===== src/rtl/mult_div_pkg.sv =====
// mult_div_pkg: state encoding and latency shared by the sequential multiply/divide units
package mult_div_pkg;
  typedef enum logic [1:0] {IDLE = 2'b00, RUN = 2'b01, DONE = 2'b10} state_t;
  localparam int MULT_WIDTH = 32;
  localparam int MULT_LATENCY = MULT_WIDTH + 1;
endpackage


===== src/rtl/mult_booth_seq_if.sv =====
// mult_booth_seq_if: start/operands to the multiplier, busy/done/hi/lo back; master = control unit, slave = multiplier
interface mult_booth_seq_if #(parameter int WIDTH = 32);
  logic start;
  logic [WIDTH-1:0] op_a;
  logic [WIDTH-1:0] op_b;
  logic busy;
  logic done;
  logic [WIDTH-1:0] hi;
  logic [WIDTH-1:0] lo;
  modport master (output start, op_a, op_b, input busy, done, hi, lo);
  modport slave (input start, op_a, op_b, output busy, done, hi, lo);
endinterface


===== src/rtl/booth_step.sv =====
// booth_step: one radix-2 Booth iteration (p, m in; p_next out): add/sub m on upper(p) by p[1:0], then arithmetic shift right
module booth_step #(
  parameter int WIDTH = 32
) (
  input  logic [2*WIDTH+1:0] p,
  input  logic [WIDTH:0]     m,
  output logic [2*WIDTH+1:0] p_next
);
  logic [WIDTH:0] upper;
  logic [WIDTH:0] sum;
  always_comb begin
    upper = p[2*WIDTH+1:WIDTH+1];
    sum = (p[1:0] == 2'b01) ? upper + m : (p[1:0] == 2'b10) ? upper - m : upper;
    p_next = {sum[WIDTH], sum, p[WIDTH:1]};
  end
endmodule


===== src/rtl/mult_booth_seq.sv =====
// mult_booth_seq: sequential signed Booth multiplier (clk, reset_n; bus slave: start/op_a/op_b in, busy/done/hi/lo out)
module mult_booth_seq
  import mult_div_pkg::*;
#(
  parameter int WIDTH = 32,
  parameter int CNT_W = 6
) (
  input logic clk,
  input logic reset_n,
  mult_booth_seq_if.slave bus
);
  state_t state;
  logic [CNT_W-1:0] cnt;
  logic [WIDTH:0] m;
  logic [2*WIDTH+1:0] p;
  logic [2*WIDTH+1:0] p_next;
  booth_step #(.WIDTH(WIDTH)) u_step (.p(p), .m(m), .p_next(p_next));
  always_ff @(posedge clk or negedge reset_n) begin
    if (!reset_n) begin
      state <= IDLE;
      cnt <= '0;
      m <= '0;
      p <= '0;
      bus.busy <= 1'b0;
      bus.done <= 1'b0;
      bus.hi <= '0;
      bus.lo <= '0;
    end else begin
      case (state)
        IDLE: begin
          bus.done <= 1'b0;
          if (bus.start) begin
            m <= {bus.op_a[WIDTH-1], bus.op_a};
            p <= {{(WIDTH+1){1'b0}}, bus.op_b, 1'b0};
            cnt <= CNT_W'(WIDTH);
            bus.busy <= 1'b1;
            state <= RUN;
          end
        end
        RUN: begin
          p <= p_next;
          cnt <= cnt - 1'b1;
          if (cnt == CNT_W'(1)) begin
            {bus.hi, bus.lo} <= p_next[2*WIDTH:1];
            bus.done <= 1'b1;
            state <= DONE;
          end
        end
        default: begin
          bus.done <= 1'b0;
          bus.busy <= 1'b0;
          state <= IDLE;
        end
      endcase
    end
  end
endmodule

===== src/flat_wrapper.sv =====
// flat-port wrapper written by rule: the top's interface ports become plain ports
module mult_booth_seq_flat import mult_div_pkg::*;
#(
  parameter int WIDTH = 32,
  parameter int CNT_W = 6
)
  (clk, reset_n, bus_start, bus_op_a, bus_op_b, bus_busy, bus_done, bus_hi, bus_lo);
  mult_booth_seq_if #(.WIDTH(WIDTH)) bus_i ();
  input logic clk;
  input logic reset_n;
  input wire logic [$bits(bus_i.start)-1:0] bus_start;
  input wire logic [$bits(bus_i.op_a)-1:0] bus_op_a;
  input wire logic [$bits(bus_i.op_b)-1:0] bus_op_b;
  output wire logic [$bits(bus_i.busy)-1:0] bus_busy;
  output wire logic [$bits(bus_i.done)-1:0] bus_done;
  output wire logic [$bits(bus_i.hi)-1:0] bus_hi;
  output wire logic [$bits(bus_i.lo)-1:0] bus_lo;
  assign bus_i.start = bus_start;
  assign bus_i.op_a = bus_op_a;
  assign bus_i.op_b = bus_op_b;
  assign bus_busy = bus_i.busy;
  assign bus_done = bus_i.done;
  assign bus_hi = bus_i.hi;
  assign bus_lo = bus_i.lo;
  mult_booth_seq #(.WIDTH(WIDTH), .CNT_W(CNT_W)) u_core (.clk(clk), .reset_n(reset_n), .bus(bus_i));
endmodule

===== config.mk =====
export PLATFORM = sky130hd
export DESIGN_NAME = mult_booth_seq_flat
export DESIGN_NICKNAME = d
export VERILOG_FILES = /design/src/rtl/mult_div_pkg.sv /design/src/rtl/mult_booth_seq_if.sv /design/src/rtl/booth_step.sv /design/src/rtl/mult_booth_seq.sv /design/src/flat_wrapper.sv
export SDC_FILE = /design/constraint.sdc
export NUM_CORES = 1
export LEC_CHECK = 0
export ABC_AREA = 1
export CELL_PAD_IN_SITES_DETAIL_PLACEMENT = 1
export CELL_PAD_IN_SITES_GLOBAL_PLACEMENT = 1
export CORE_ASPECT_RATIO = 0.6
export CORE_UTILIZATION = 44
export DETAILED_ROUTE_END_ITERATION = 10
export PLACE_DENSITY_LB_ADDON = 0.15
export SYNTH_ARGS = -nofsm -noshare
export SYNTH_HDL_FRONTEND = slang
export SYNTH_HIERARCHICAL = 1
export SYNTH_SLANG_ARGS = --single-unit

===== constraint.sdc =====
create_clock -name clk -period 6.8 [get_ports clk]
set_input_delay 2.04 -clock clk [delete_from_list [all_inputs] [get_ports clk]]
set_output_delay 2.04 -clock clk [all_outputs]
set_load 0.02 [all_outputs]

# == Word-level counts from Yosys, hierarchy flattened ==
# Index checks and enable logic that the tools add are counted.
# totals
wordCells,38
reg_bits,172
# op_classes
n_mux,13
addsub,3
n_reduce_logical,7
n_eq_ne,6
bitwise,1
# op_table
op,n
case mux 66 bit (2 select lines),1
2-to-1 mux 33 bit,2
2-to-1 mux 66 bit,1
adder 33 bit,1
subtractor 33 bit,1
case mux 6 bit (2 select lines),1
AND reduction 2 bit,5
"equality test 6 x 1 -> 1 bit, second input constant",1
2-to-1 mux 6 bit,1
"subtractor 6 x 1 -> 6 bit, second input constant",1
"equality test 2 x 1 -> 1 bit, second input constant",2
2-to-1 mux 2 bit,2
case mux 2 bit (2 select lines),1
2-to-1 mux 1 bit,3
"equality test 2 bit, second input constant",1
zero test 2 bit,1
"!= test 2 x 1 -> 1 bit, second input constant",1
"!= test 2 bit, second input constant",1
case mux 1 bit (2 select lines),1
nonzero test 2 bit,1
NOT 1 bit,1

# == Depth between registers and ports, before layout ==
# logic_depth
word_depth,4
ltp_mapped,20
depth_no_buf,18

# == Cells and area by module ==
# Netlist, hierarchy kept.
# by_module_without_submodules
mod,area_each_um2,seq_area_each_um2,cells_per_inst,n_inst
mult_booth_seq,6986.7,4304.1,756,1
booth_step,5920.7,0.0,1239,1

# == Least setup slack after synthesis ==
# Ideal clock, no wire load.
# synth_path
kind,in2reg
from,input port bus_start
to,register u_core.p[1]
t_required_ns,6.731
cell_stages,5
path_buffers,2
setup_slack_ns,3.965
setup_time_ns,0.069
arrival_time_ns,2.766
cell_sequence,nand2_2 buf_2 clkbuf_1 nand3_1 nand3_1
# synth_via
elab_chain_cells,2
# synth_rtl
item,line,source
"start, declared",flat_wrapper.sv:11,input wire logic [$bits(bus_i.start)-1:0] bus_start;
!= test 2 bit (no line),--,
AND reduction 2 bit (no line),--,
"end signal, assigned",mult_booth_seq.sv:34,"p <= {{(WIDTH+1){1'b0}}, bus.op_b, 1'b0};"
"end signal, assigned",mult_booth_seq.sv:41,p <= p_next;
"end, declared",mult_booth_seq.sv:15,logic [2*WIDTH+1:0] p;
# No other way between the ends.
# A chain may end at the register's enable or synchronous reset.

# == Worst setup path in the final report ==
# layout_path
from,input port bus_start
to,register u_core.p[12]
# Same word-level chain as after synthesis.

==> impl.org <==
** Status
- The run finished with clean final reports.

** Global routing
- Pin count of the biggest net entering global routing :: 173
- The via count of the first global-routing pass came to 13,000.
- The number of antenna violations at the first check in global routing was 1.
- GRT Total Usage :: 34.1%
- Wire length of the first global-routing pass :: 76.6 mm
- Met2 layer usage reported by global route :: 43.9%
- The layer flagged by global routing as most heavily used is met1.
- For met3 alone, demand over resource in global routing was 10.5%.
- Summed over all layers, the global routing overflow is 0.
- For this run, global-route usage on met1 was measured as 54.0%.

** Logic synthesis
- Parity-gate share of the synthesized area counting xor and xnor cells :: 0.679%
- Compound-Gate Fraction of Synth Area :: 8.56%
- Yosys reg bits :: 172
- Sequential cells were found to cover 33.3% of the synthesized design area.
- After synthesis, the mean cell area works out to 6.47 um2.
- The synthesized netlist contains 40 unique library cells.
- Counting every net in the synthesized netlist gives 2,130.
- Cells after synthesis :: 1,995
- Share of cell area taken by muxes after synthesis :: 0%
- Area share of fa/ha/maj cells after synthesis :: 6.71%
- Summing the areas of all and, or, nand and nor instances in the mapped netlist gives 35.9% of the synthesized area.
- Syn Std Cell Area :: 12,900 um2
- Yosys printed 6 warnings.
- Combinational family with the most area after synthesis :: simple AND/OR/NAND/NOR gates

** STA
- Final Critical Period :: 3810 ps
- Summed over all failing endpoints, the final setup total negative slack is 0 ps.
- Highest clock rate :: 263 MHz
- Setup repair after global routing left no endpoint under its margin.
- Fin. max-slew vios :: 0
- Dividing the final minimum period by the clock period gives 56.0%.
- Setup violations remaining at the end of the flow were counted as 0.
- At the pin with the least slew margin, the transition time is 1190 ps.
- Largest clock skew in the final design :: 12.2 ps
- Number of endpoints with negative hold slack in the final report :: 0
- Worst slew margin relative to its limit :: 20.5%

** Routing
- Total iterations of the first detailed-routing run :: 5
- Using the TritonRoute via totals, the vias-per-cell ratio works out to 5.48.
- In this run, the number of DRC markers left after iteration 0 of detailed routing was 1,332.
- DRC violation count after routing :: 0
- Total routed wirelength :: 50.4 mm
- After detailed routing, the average wire length per cell comes to 20.7 um.
- Antenna-violating nets left :: 0
- Vias :: 13,300

** Floorplan
- The total area inside the core boundary comes to 28,800 um2.
- In this run the count of I/O pins placed on the die edge is 133.
- The die is 135 um tall.
- Area enclosed by the die boundary :: 30,000 um2
- The initial utilization of the core area, before any placement, comes to 44.9%.
- Die span in x :: 223 um
- Core Rows :: 48

** Worst setup path
- CP bufs+invs :: 2
- The largest individual stage delay along the critical path comes from the cell sky130_fd_sc_hd__nor2_4.
- Worst R2R Path Depth :: 17
- Arrival time at the worst endpoint :: 4200 ps
- STA puts the critical path data required time at 7190 ps.
- Worst reg2reg startpoint :: u_core/p[33]
- Longest individual stage delay on the worst path :: 760 ps
- Endpoint kind of the worst setup timing path :: flop
- End of the worst register-to-register path :: u_core/p[60]
- CP delay by family, top :: simple AND/OR/NAND/NOR gates
- Critical path type :: input pin to flop
- The signal on the critical path passes through clkdlybuf4s50_1 > nand2_2 > nor2_4 > buf_4 > nand2_1 > nand3_1.
- Startpoint class of the critical path :: input pin
- Setup slack on the worst reg-to-reg path comes out at 3550 ps.
- Along the worst path, the maximum fanout reaches 34.

** Cells and area
- Share of final-layout standard cells stronger than drive strength 1 :: 4.57%
- Filler Cell Count :: 3,843
- For this run, the post-layout net count is 2,179.
- The number of antenna diodes in the final layout is 0.
- Syn-to-layout area delta :: 13.8%
- Final non-filler cell area :: 14,700 um2
- Layout Cells excl Fill :: 2,432

** Min path
- Along the worst hold path, the cell count comes to 2.
- The path with the worst hold slack has its endpoint at u_core/bus.lo[14].
- Hold crit path type :: flop to flop
- In this run the most critical hold path is launched from u_core/bus.lo[14].

** Clock tree
- Clock latency on the worst-skew pair, taken at its later pin, is 460 ps.
- No sink is reached through more buffers than the 2 on the longest clock path.
- H-tree lvl count :: 4
- Post CTS Setup Buffer Count :: 0
- Count of hold-fix buffers inserted at cts :: 0
- The clock net in this run drives a total of 172 sinks.
- After clock tree synthesis, the repair step resized 0 gates.
- Cell chosen for the clock root :: sky130_fd_sc_hd__clkbuf_16
- Clock tree synthesis inserted a total of 17 buffers.
- Clock Pin Slew Worst Setup and Hold Paths :: 70 ps
- TritonCTS built the clock tree.

** Placed design
- Input/output buffers :: 132
- DP Area :: 14,100 um2
- Detailed placement HPWL :: 38.2 mm
- Cells after DPL :: 2,400
- Routability congestion estimate :: 0.978

** Flow run
- The tool flagged a number of max-cap violations equal to 0.
## layout by cell type, fill, tap and decap left out, types with 3 or more instances in the layout
| cell type | n |
|---|---|
| sky130_fd_sc_hd__nand2_2 | 9 |
| sky130_fd_sc_hd__nand3_1 | 224 |
| sky130_fd_sc_hd__o21bai_1 | 6 |
| sky130_fd_sc_hd__inv_2 | 3 |
| sky130_fd_sc_hd__nor2_4 | 3 |
| sky130_fd_sc_hd__o21ai_0 | 72 |
| sky130_fd_sc_hd__nand4_1 | 9 |
| sky130_fd_sc_hd__nor2_1 | 121 |
| sky130_fd_sc_hd__clkdlybuf4s50_1 | 131 |
| sky130_fd_sc_hd__o21ai_2 | 21 |
| sky130_fd_sc_hd__ha_1 | 66 |
| sky130_fd_sc_hd__inv_1 | 317 |
| sky130_fd_sc_hd__inv_6 | 4 |
| sky130_fd_sc_hd__o211ai_1 | 9 |
| sky130_fd_sc_hd__clkbuf_16 | 17 |
| sky130_fd_sc_hd__buf_4 | 8 |
| sky130_fd_sc_hd__a21oi_1 | 61 |
| sky130_fd_sc_hd__inv_8 | 3 |
| sky130_fd_sc_hd__xor2_1 | 8 |
| sky130_fd_sc_hd__nand2_1 | 719 |
| sky130_fd_sc_hd__dfrtp_1 | 172 |
| sky130_fd_sc_hd__and2_1 | 3 |
| sky130_fd_sc_hd__nor2_2 | 8 |
| sky130_fd_sc_hd__clkinv_8 | 3 |
| sky130_fd_sc_hd__nor3_1 | 10 |
| sky130_fd_sc_hd__o21ai_1 | 19 |
## worst max-delay path by stage
stage	start	to	slack (ps)	cells past startpoint
finish	bus_start	u_core/p[12]	2990	6
global placement	bus_start	u_core/p[24]	2720	6
global route	bus_start	u_core/p[21]	2910	6
CTS	bus_start	u_core/p[12]	3050	6
detailed placement	bus_start	u_core/p[22]	2600	6
floorplan	bus_start	u_core/p[1]	3970	5
## routing by layer
layer,up-vias,share of wire [%]
li1,6209,-
met1,6649,52
met2,442,38
met3,34,9.8
met4,2,0.82
met5,-,0.032
## state kept, by name, summed over array words and instances, names as in the netlist
register         cells
u_core/p            66
u_core/bus.hi       32
u_core/bus.lo       32
u_core/m            32
u_core/cnt           6
u_core/state         2
u_core/bus.busy      1
u_core/bus.done      1
## through the flow
stage | utilization, % | setup WS [ps] | hold slack, ps
3_3_place_gp | 49.0 | 2720 | 453
3_5_place_dp | 49.0 | 2600 | 461
5_1_grt | 51.1 | 2910 | 500
6_report | 51.1 | 2990 | 470
2_1_floorplan | - | 3970 | 471
4_1_cts | 51.1 | 3050 | 476
## Yosys cell counts (all sizes together)
cell type / count / area, um2
o21ai: 112 / 639
a21oi: 63 / 323
clkbuf: 26 / 105
or2: 1 / 6.26
ha: 66 / 826
o31ai: 1 / 7.51
and3: 2 / 12.5
clkinv: 1 / 3.75
nand2: 730 / 2770
and2: 3 / 18.8
xor2: 8 / 70.1
nand3b: 3 / 26.3
o21bai: 6 / 45.0
o22ai: 1 / 6.26
dfrtp: 172 / 4300
nor4: 2 / 12.5
inv: 320 / 1200
nor2: 132 / 531
nor3: 11 / 60.1
o211ai: 9 / 67.6
fa: 2 / 40.0
o311ai: 1 / 8.76
nand3: 226 / 1140
buf: 85 / 603
nand4: 9 / 56.3
xnor2: 2 / 17.5
a22oi: 1 / 7.51
## worst register-to-register path, cell delays in order (launching register included)
cell                      delay [ps]
sky130_fd_sc_hd__dfrtp_1         420
sky130_fd_sc_hd__inv_1            60
sky130_fd_sc_hd__ha_1            210
sky130_fd_sc_hd__fa_1            380
sky130_fd_sc_hd__inv_1           190
sky130_fd_sc_hd__nand3_1         120
sky130_fd_sc_hd__nand2_1         190
sky130_fd_sc_hd__nand2_1         100
sky130_fd_sc_hd__nand2_1         210
sky130_fd_sc_hd__nand2_1         170
sky130_fd_sc_hd__nand2_1         220
sky130_fd_sc_hd__nand2_1         200
sky130_fd_sc_hd__nand3_1         140
sky130_fd_sc_hd__nand3_1          90
sky130_fd_sc_hd__nand2_1          80
sky130_fd_sc_hd__nand2_1          50
sky130_fd_sc_hd__inv_1           150
sky130_fd_sc_hd__o21ai_0         120
## final cells by class
type	count	area [um2]	area share (%)
clock buffers	18	429	2.92
clock inverters	14	173	1.18
inverters	321	1200	8.20
multi-input cells	1391	6710	45.7
flip-flops and latches	172	4300	29.3
well taps	375	469	3.19
repair buffers	141	1410	9.56
## kinds of logic (layout without fill, tap and decap cells)
family | after synthesis | in the layout
AND/OR/NAND/NOR | 1119 | 1119
XOR/XNOR | 10 | 10
adder cells (fa/ha/maj) | 68 | 68
flip-flops | 172 | 172
buffers and inverters | 432 | 494
AO/OA/AOI/OAI | 194 | 194
Power is not shown: default switching activity piles up to over one toggle a cycle in this logic, so the estimate is an artifact.
